[src/rtl/eh2_exu_mul_wb_q.sv]
// eh2_exu_mul_wb_q: tracks multiplier destination tags through E1-E3, applies thread flushes, and queues results for writeback with upstream credits
module eh2_exu_mul_wb_q #(
  parameter int QDEPTH = 4,
  parameter int RDW = 5
) (
  input  logic           clk,
  input  logic           rst,
  input  logic           issue_valid,
  input  logic           issue_tid,
  input  logic [RDW-1:0] issue_rd,
  output logic           issue_ready,
  input  logic           flush_valid,
  input  logic           flush_tid,
  input  logic [31:0]    mul_out,
  output logic           wb_valid,
  input  logic           wb_ready,
  output logic           wb_tid,
  output logic [RDW-1:0] wb_rd,
  output logic [31:0]    wb_data,
  output logic [3:0]     occupancy,
  output logic           proto_err
);
  localparam int PW = $clog2(QDEPTH);
  logic [2:0] r_v, r_tid;
  logic [RDW-1:0] r_rd [3];
  logic [QDEPTH-1:0] r_qtid;
  logic [RDW-1:0] r_qrd [QDEPTH];
  logic [31:0] r_qdata [QDEPTH];
  logic [PW-1:0] r_head, r_tail;
  logic [3:0] r_cnt;
  logic r_perr;
  logic [2:0] w_kill;
  logic [3:0] w_pipe_cnt;
  logic w_acc, w_push, w_pop;
  function automatic logic [PW-1:0] f_inc(input logic [PW-1:0] p);
    return (p == PW'(QDEPTH - 1)) ? '0 : p + PW'(1);
  endfunction
  always_comb begin
    w_kill = {3{flush_valid}} & r_v & ~(r_tid ^ {3{flush_tid}});
    w_pipe_cnt = 4'(r_v[0]) + 4'(r_v[1]) + 4'(r_v[2]);
    occupancy = w_pipe_cnt + r_cnt;
    issue_ready = occupancy < 4'(QDEPTH);
    w_acc = issue_valid & issue_ready & ~(flush_valid & (flush_tid == issue_tid));
    w_push = r_v[2] & ~w_kill[2];
    wb_valid = r_cnt != 4'd0;
    w_pop = wb_valid & wb_ready;
    wb_tid = wb_valid & r_qtid[r_head];
    wb_rd = wb_valid ? r_qrd[r_head] : '0;
    wb_data = wb_valid ? r_qdata[r_head] : '0;
    proto_err = r_perr;
  end
  always_ff @(posedge clk) begin
    if (rst) begin
      r_v <= '0;
      r_head <= '0;
      r_tail <= '0;
      r_cnt <= '0;
      r_perr <= 1'b0;
    end else begin
      r_v <= {r_v[1] & ~w_kill[1], r_v[0] & ~w_kill[0], w_acc};
      r_head <= w_pop ? f_inc(r_head) : r_head;
      r_tail <= w_push ? f_inc(r_tail) : r_tail;
      r_cnt <= r_cnt + 4'(w_push) - 4'(w_pop);
      r_perr <= r_perr | (issue_valid & ~issue_ready);
    end
  end
  always_ff @(posedge clk) begin
    r_tid <= {r_tid[1:0], issue_tid};
    r_rd[0] <= issue_rd;
    r_rd[1] <= r_rd[0];
    r_rd[2] <= r_rd[1];
    if (w_push) begin
      r_qtid[r_tail] <= r_tid[2];
      r_qrd[r_tail] <= r_rd[2];
      r_qdata[r_tail] <= mul_out;
    end
  end
endmodule

[config.mk]
export PLATFORM = sky130hd
export DESIGN_NAME = eh2_exu_mul_wb_q
export DESIGN_NICKNAME = d
export VERILOG_FILES = /design/src/rtl/eh2_exu_mul_wb_q.sv
export SDC_FILE = /design/constraint.sdc
export NUM_CORES = 1
export LEC_CHECK = 0
export CAP_MARGIN = 20
export CORE_AREA = 5 5 148 150
export DETAILED_ROUTE_END_ITERATION = 8
export DIE_AREA = 0 0 153 155
export PLACE_DENSITY_LB_ADDON = 0.12
export SYNTH_ARGS = -nofsm -noshare
export SYNTH_HDL_FRONTEND = slang
export SYNTH_SLANG_ARGS = --single-unit
[constraint.sdc]
create_clock -name clk -period 7.5 [get_ports clk]
set_clock_uncertainty 0.05 [all_clocks]
set_input_delay 1.125 -clock clk [delete_from_list [all_inputs] [get_ports clk]]
set_output_delay 1.125 -clock clk [all_outputs]
set_load 0.05 [all_outputs]
# Yosys cells after proc, flatten, opt, wreduce, memory -nomap -nowiden
# Memory sizes are Yosys's and may differ from the RTL's. A register that Yosys moved wholly into a read port is not among the register bits.
# Index checks and enable logic that the tools add are counted.
# classes
addsub	7
reduce_logical	2
order_cmp	4
n_bitwise	19
shifts	0
n_mux	15
div	0
eq_ne	3
n_mul	0
# op_table
cell	count
32-bit 2-to-1 mux	1
2-bit 2-to-1 mux	6
1-bit bitwise AND	9
3-bit bitwise AND	2
2-bit by 3-bit less-than comparator with 1-bit output, second input constant	2
5-bit 2-to-1 mux	1
1-bit inverter	5
2-bit by 1-bit adder with 2-bit output, second input constant	2
3-bit by 4-bit adder with 4-bit output	1
4-bit by 1-bit adder with 4-bit output	1
4-bit bitwise mux	1
2-bit equality test, second input constant	2
4-bit by 3-bit less-than comparator with 1-bit output, second input constant	1
1-bit 2-to-1 mux	4
4-bit nonzero test	1
4-bit by 1-bit subtractor with 4-bit output	1
2-bit by 1-bit adder with 3-bit output	1
3-bit inverter	1
3-bit bitwise XOR	1
1-bit by 1-bit adder with 2-bit output	1
1-bit binary-select mux with 2-bit select	1
1-bit demux with 2-bit select	1
2-bit by 1-bit >= comparator with 1-bit output, second input constant	1
1-bit equality test	1
2 further kinds	2
# word_totals
out_inout_bits	45
regBits	19
ramBits	163
latch_bits	0
mem_count	3
mem_bits_ro	0
elab_cells	60
in_bits	44
# memory_table
memory	words	word_bits	read_ports	rd_ports_with_merged_regs	wr	line	source
r_qdata	4	32	1	1	1	28	logic [31:0] r_qdata [QDEPTH];
r_qrd	4	5	1	1	1	27	logic [RDW-1:0] r_qrd [QDEPTH];
r_rd	3	5	3	0	3	25	logic [RDW-1:0] r_rd [3];

# Longest topological paths before layout
# depth
ltp_word	7
depth_mapped	11
depth_no_buf	11

# Least setup slack after synthesis
# No wires, ideal clock.
# synth_timing
path_kind	register -> output
start	register r_v[0]
end	output issue_ready
required_ns	6.325
stages_incl_launch_ff	8
path_slack_ns	3.926
t_arrival_ns	2.399
path_buffers	0
path_cell_list	dfxtp_1 fa_1 ha_1 inv_1 fa_1 nand2b_1 or3b_2 nand2_1
# synth_between
elab_chain_cells	4
# synth_lines
item	line	source
start, declared	24	logic [2:0] r_v, r_tid;
start signal, assigned	60	r_v <= {r_v[1] & ~w_kill[1], r_v[0] & ~w_kill[0], w_acc};
1-bit by 1-bit adder with 2-bit output	40	w_pipe_cnt = 4'(r_v[0]) + 4'(r_v[1]) + 4'(r_v[2]);
2-bit by 1-bit adder with 3-bit output	40	
3-bit by 4-bit adder with 4-bit output	41	occupancy = w_pipe_cnt + r_cnt;
4-bit by 3-bit less-than comparator with 1-bit output	42	issue_ready = occupancy < 4'(QDEPTH);
end, declared	11	output logic issue_ready,
# Every way passes these cells.

# Final worst setup path
# Ends and elaborated chain as after synthesis.

==> out/qor.tcl <==
set qor(final_nets) 510
set qor(fp.dieArea_um2) 23700
set qor(number_of_antenna_violations_at_the_first_check_in_global_routing) 1
set qor(drt_pre_antenna_iters) 4
set qor(tritoncts) {done}
set qor(avgViaCountPerCell) 4.55
set qor(io_pins) 89
set qor(critical_setup_path_class) {flip-flop to output port}
set qor(grt_use_total_pct) 11.4
set qor(post-synth-top-area-fraction_pct) 64.9
set qor(worst_hold_slack_ns) 0.279
set qor(cts_root_buf) {sky130_fd_sc_hd__clkbuf_16}
set qor(grt_pass1_vias) 3739
set qor(die_height_um) 155
set qor(clock_insertion_delay_worst_skew_ns) 0.43
set qor(core-area_um2) 20600
set qor(stdcell_count) 739
set qor(hold_violations) 0
set qor(largest_area_contributor_in_the_netlist) {sky130_fd_sc_hd__edfxtp_1}
set qor(critical_path_cell_list) {fa_1 -> ha_1 -> inv_1 -> fa_1 -> nand2b_1 -> or3b_2 -> nand2_1 -> clkdlybuf4s50_1}
set qor(cts_inserted_buffers) 17
set qor(first_pass_grt_wire_length_um) 20400
set qor(post-route-worst-setup-slack_ns) 2.89
set qor(place_hpwl_um) 7720
set qor(worst-slew-pin-transition_ns) 0.795
set qor(clk_transition_reported_paths_ns) 0.07
set qor(diodes) 0
set qor(drc_errors) 0
set qor(ctsHtreeMaxLevel) 4
set qor(power.leakage_nw) 2.92
set qor(syn2layout_area_growth_pct) 24.8
set qor(vdd_ir_drop_max_mv) 0.264
set qor(placedCellCount) 706
set qor(yosys_warnings) 0
set qor(worst_ep_arrival_time_ns) 3.44
set qor(cp-end-kind) {output port}
set qor(holdBufCountCts) 0
set qor(path_max_fanout) 3
set qor(detailed_place.area_um2) 8190
set qor(floorplan.die.width_um) 153
set qor(min-delay-path-class) {flip-flop to flip-flop}
set qor(outcome) {finished clean}
set qor(hold_end) {r_rd[0][9]}
set qor(drtIter0Drc) 118
set qor(gr-total-overflow) 0
set qor(postLayoutCellArea_um2) 8770
set qor(finalSetupViolations) 0
set qor(synth_enable_flop_cells) 152
set qor(dominantRegCellSynth) {sky130_fd_sc_hd__edfxtp_1}
set qor(yosys_register_bits) 184
set qor(r2r_cells) 7
set qor(post-layout-total-power_mw) 3.26
set qor(via_count) 3360
set qor(synthMostInstantiatedCell) {sky130_fd_sc_hd__edfxtp_1}
set qor(floorplan.rows) 53
set qor(synth.top_cells.by_area) {sky130_fd_sc_hd__edfxtp_1 65%, sky130_fd_sc_hd__mux4_2 9.9%, sky130_fd_sc_hd__dfxtp_1 9.1%, sky130_fd_sc_hd__and2_1 3.7%, sky130_fd_sc_hd__mux4_1 2.6%}
set qor(longest_individual_stage_delay_on_the_worst_path_ns) 0.79
set qor(cell_at_the_slowest_stage_of_the_critical_path) {sky130_fd_sc_hd__clkdlybuf4s50_1}
set qor(syn-mean-instance-area_um2) 20.0
set qor(maximum_number_of_pins_on_one_net_before_global_route_repair) 40
set qor(layout_cell_share_with_drive_strength_beyond_1_pct) 17.5
set qor(worst-endpoint-required_ns) 6.32
set qor(mappedNetlistArea_um2) 7030
set qor(timing.final.max_slew_violations) 0
set qor(floorplan.initialDensity_pct) 34.2
set qor(worstHoldPathCells) 0
set qor(final_util_pct) 42.7
set qor(layout.filler_cells) 1839
set qor(layout_min_cycle_time_ns) 4.61
set qor(cts.path.max_buffers) 2
set qor(cts.sink_count) 184
set qor(totalNegativeSetupSlack_ns) 0
set qor(gpl.final_weighted_congestion) 0.690
set qor(placement.setup.worst_slack_ns) 3.33
set qor(drt_wl_total_um) 12900
set qor(syn-instance-count) 351
set qor(fmaxAchievable_mhz) 217
set qor(avgRoutedWirePerCell_um) 17.5
set qor(async_flop_share_pct) 0
set qor(rsz0062_at_grt) {false}
set qor(register_area_share_after_synthesis_pct) 74.0
set qor(path_common_cell) {sky130_fd_sc_hd__fa_1}
set qor(cts_resized) 0
set qor(internal_reg_to_reg_setup_slack_ns) 4.98
set qor(worstReg2RegEnd) {proto_err}
set qor(r2r-start) {r_v[0]}
set qor(hold_path_startpoint) {r_rd[0][4]}
set qor(syn_nets) 410
set qor(cts.repair_timing.setup_buffer_count) 0
set qor(max_cap_violations) 0
set qor(port-buffer-count) 88
set qor(antenna_violating_nets_post_route) 0
set qor(worst_setup_path_start_kind) {flip-flop}
set qor(maxSlewHeadroom_pct) 47.0
set qor(timing.final.crit_share_pct) 61.5
set qor(synthDistinctLibCells) 33
set qor(cell_types_with_the_highest_counts_after_synthesis) {152 x sky130_fd_sc_hd__edfxtp_1, 42 x sky130_fd_sc_hd__and2_1, 32 x sky130_fd_sc_hd__dfxtp_1}
set qor(pd_cells_nw_per_um2) 371
[critical path: cells and delay by family, from the launching register on]
family	cells	cell delay, ns
simple gates	3	0.73
fa+ha+maj	3	1.11
flops	1	0.33
buf+inv	2	0.84
[where the power goes]
group | internal, mW | leakage (nW) | switching [mW]
combinational | 0.468 | 1.01 | 0.752
sequential | 1.13 | 1.63 | 0.0699
clock | 0.438 | 0.281 | 0.396
[placed cells by master (no fill, tap or decap), drive strengths merged, types with 2 or more instances in the layout]
master	count
or3b	2
and2	42
ha	12
clkbuf	17
a21oi	4
mux2	2
buf	6
clkdlybuf4s50	88
nor2b	3
clkinv	5
fa	3
nand2	4
dfxtp	32
o211a	2
xor2	4
edfxtp	152
nor2	5
xnor2	3
inv	26
mux4	38
a21o	2
o21ai	3
[routing by layer]
layer	vias up	global-route usage [%]	wire (µm)
met5	-	0	11
met2	62	19.6	6790
li1	1562	-	-
met4	2	4.45	214
met1	1717	13.4	5350
met3	17	3.64	558
[area by class of cell]
cell class / count / area, µm² / share of cell area [%]
well taps: 275 / 344 / 3.92
inverters: 16 / 60.1 / 0.685
flip-flops and latches: 184 / 5210 / 59.4
multi-input cells: 138 / 1660 / 18.9
clock inverters: 15 / 133 / 1.51
clock buffers: 17 / 425 / 4.85
repair buffers: 94 / 938 / 10.7
[cells by family (layout without fill, tap and decap cells)]
kind of cell | Yosys count | in the layout | share of synthesized area (%)
multiplexers | 41 | 41 | 13.0
XOR/XNOR | 7 | 7 | 0.872
adder cells (fa/ha/maj) | 15 | 15 | 2.99
buffers and inverters | 29 | 142 | 2.42
AND/OR/NAND/NOR | 61 | 61 | 5.25
AO/OA/AOI/OAI | 14 | 14 | 1.42
flip-flops | 184 | 184 | 74.0
[worst max path at each step]
stage | start | to | slack (ns) | cells after the start
final | r_v[0] | issue_ready | 2.89 | 8
after global routing | r_v[0] | issue_ready | 2.75 | 8
after CTS | r_v[0] | issue_ready | 2.84 | 8
after detailed placement | r_v[0] | issue_ready | 3.33 | 8
after global placement | r_v[0] | issue_ready | 3.35 | 8
after floorplan | r_v[0] | issue_ready | 3.93 | 7
[flip-flops by register name, summed over array words and instances (netlist names), named ones only]
register   count
r_qtid         4
r_tid          3
proto_err      1
r_qrd         20
r_cnt          4
r_rd          15
r_head         2
r_v            3
r_tail         2
r_qdata      128
Note: power is estimated with default switching activity, not from simulation.
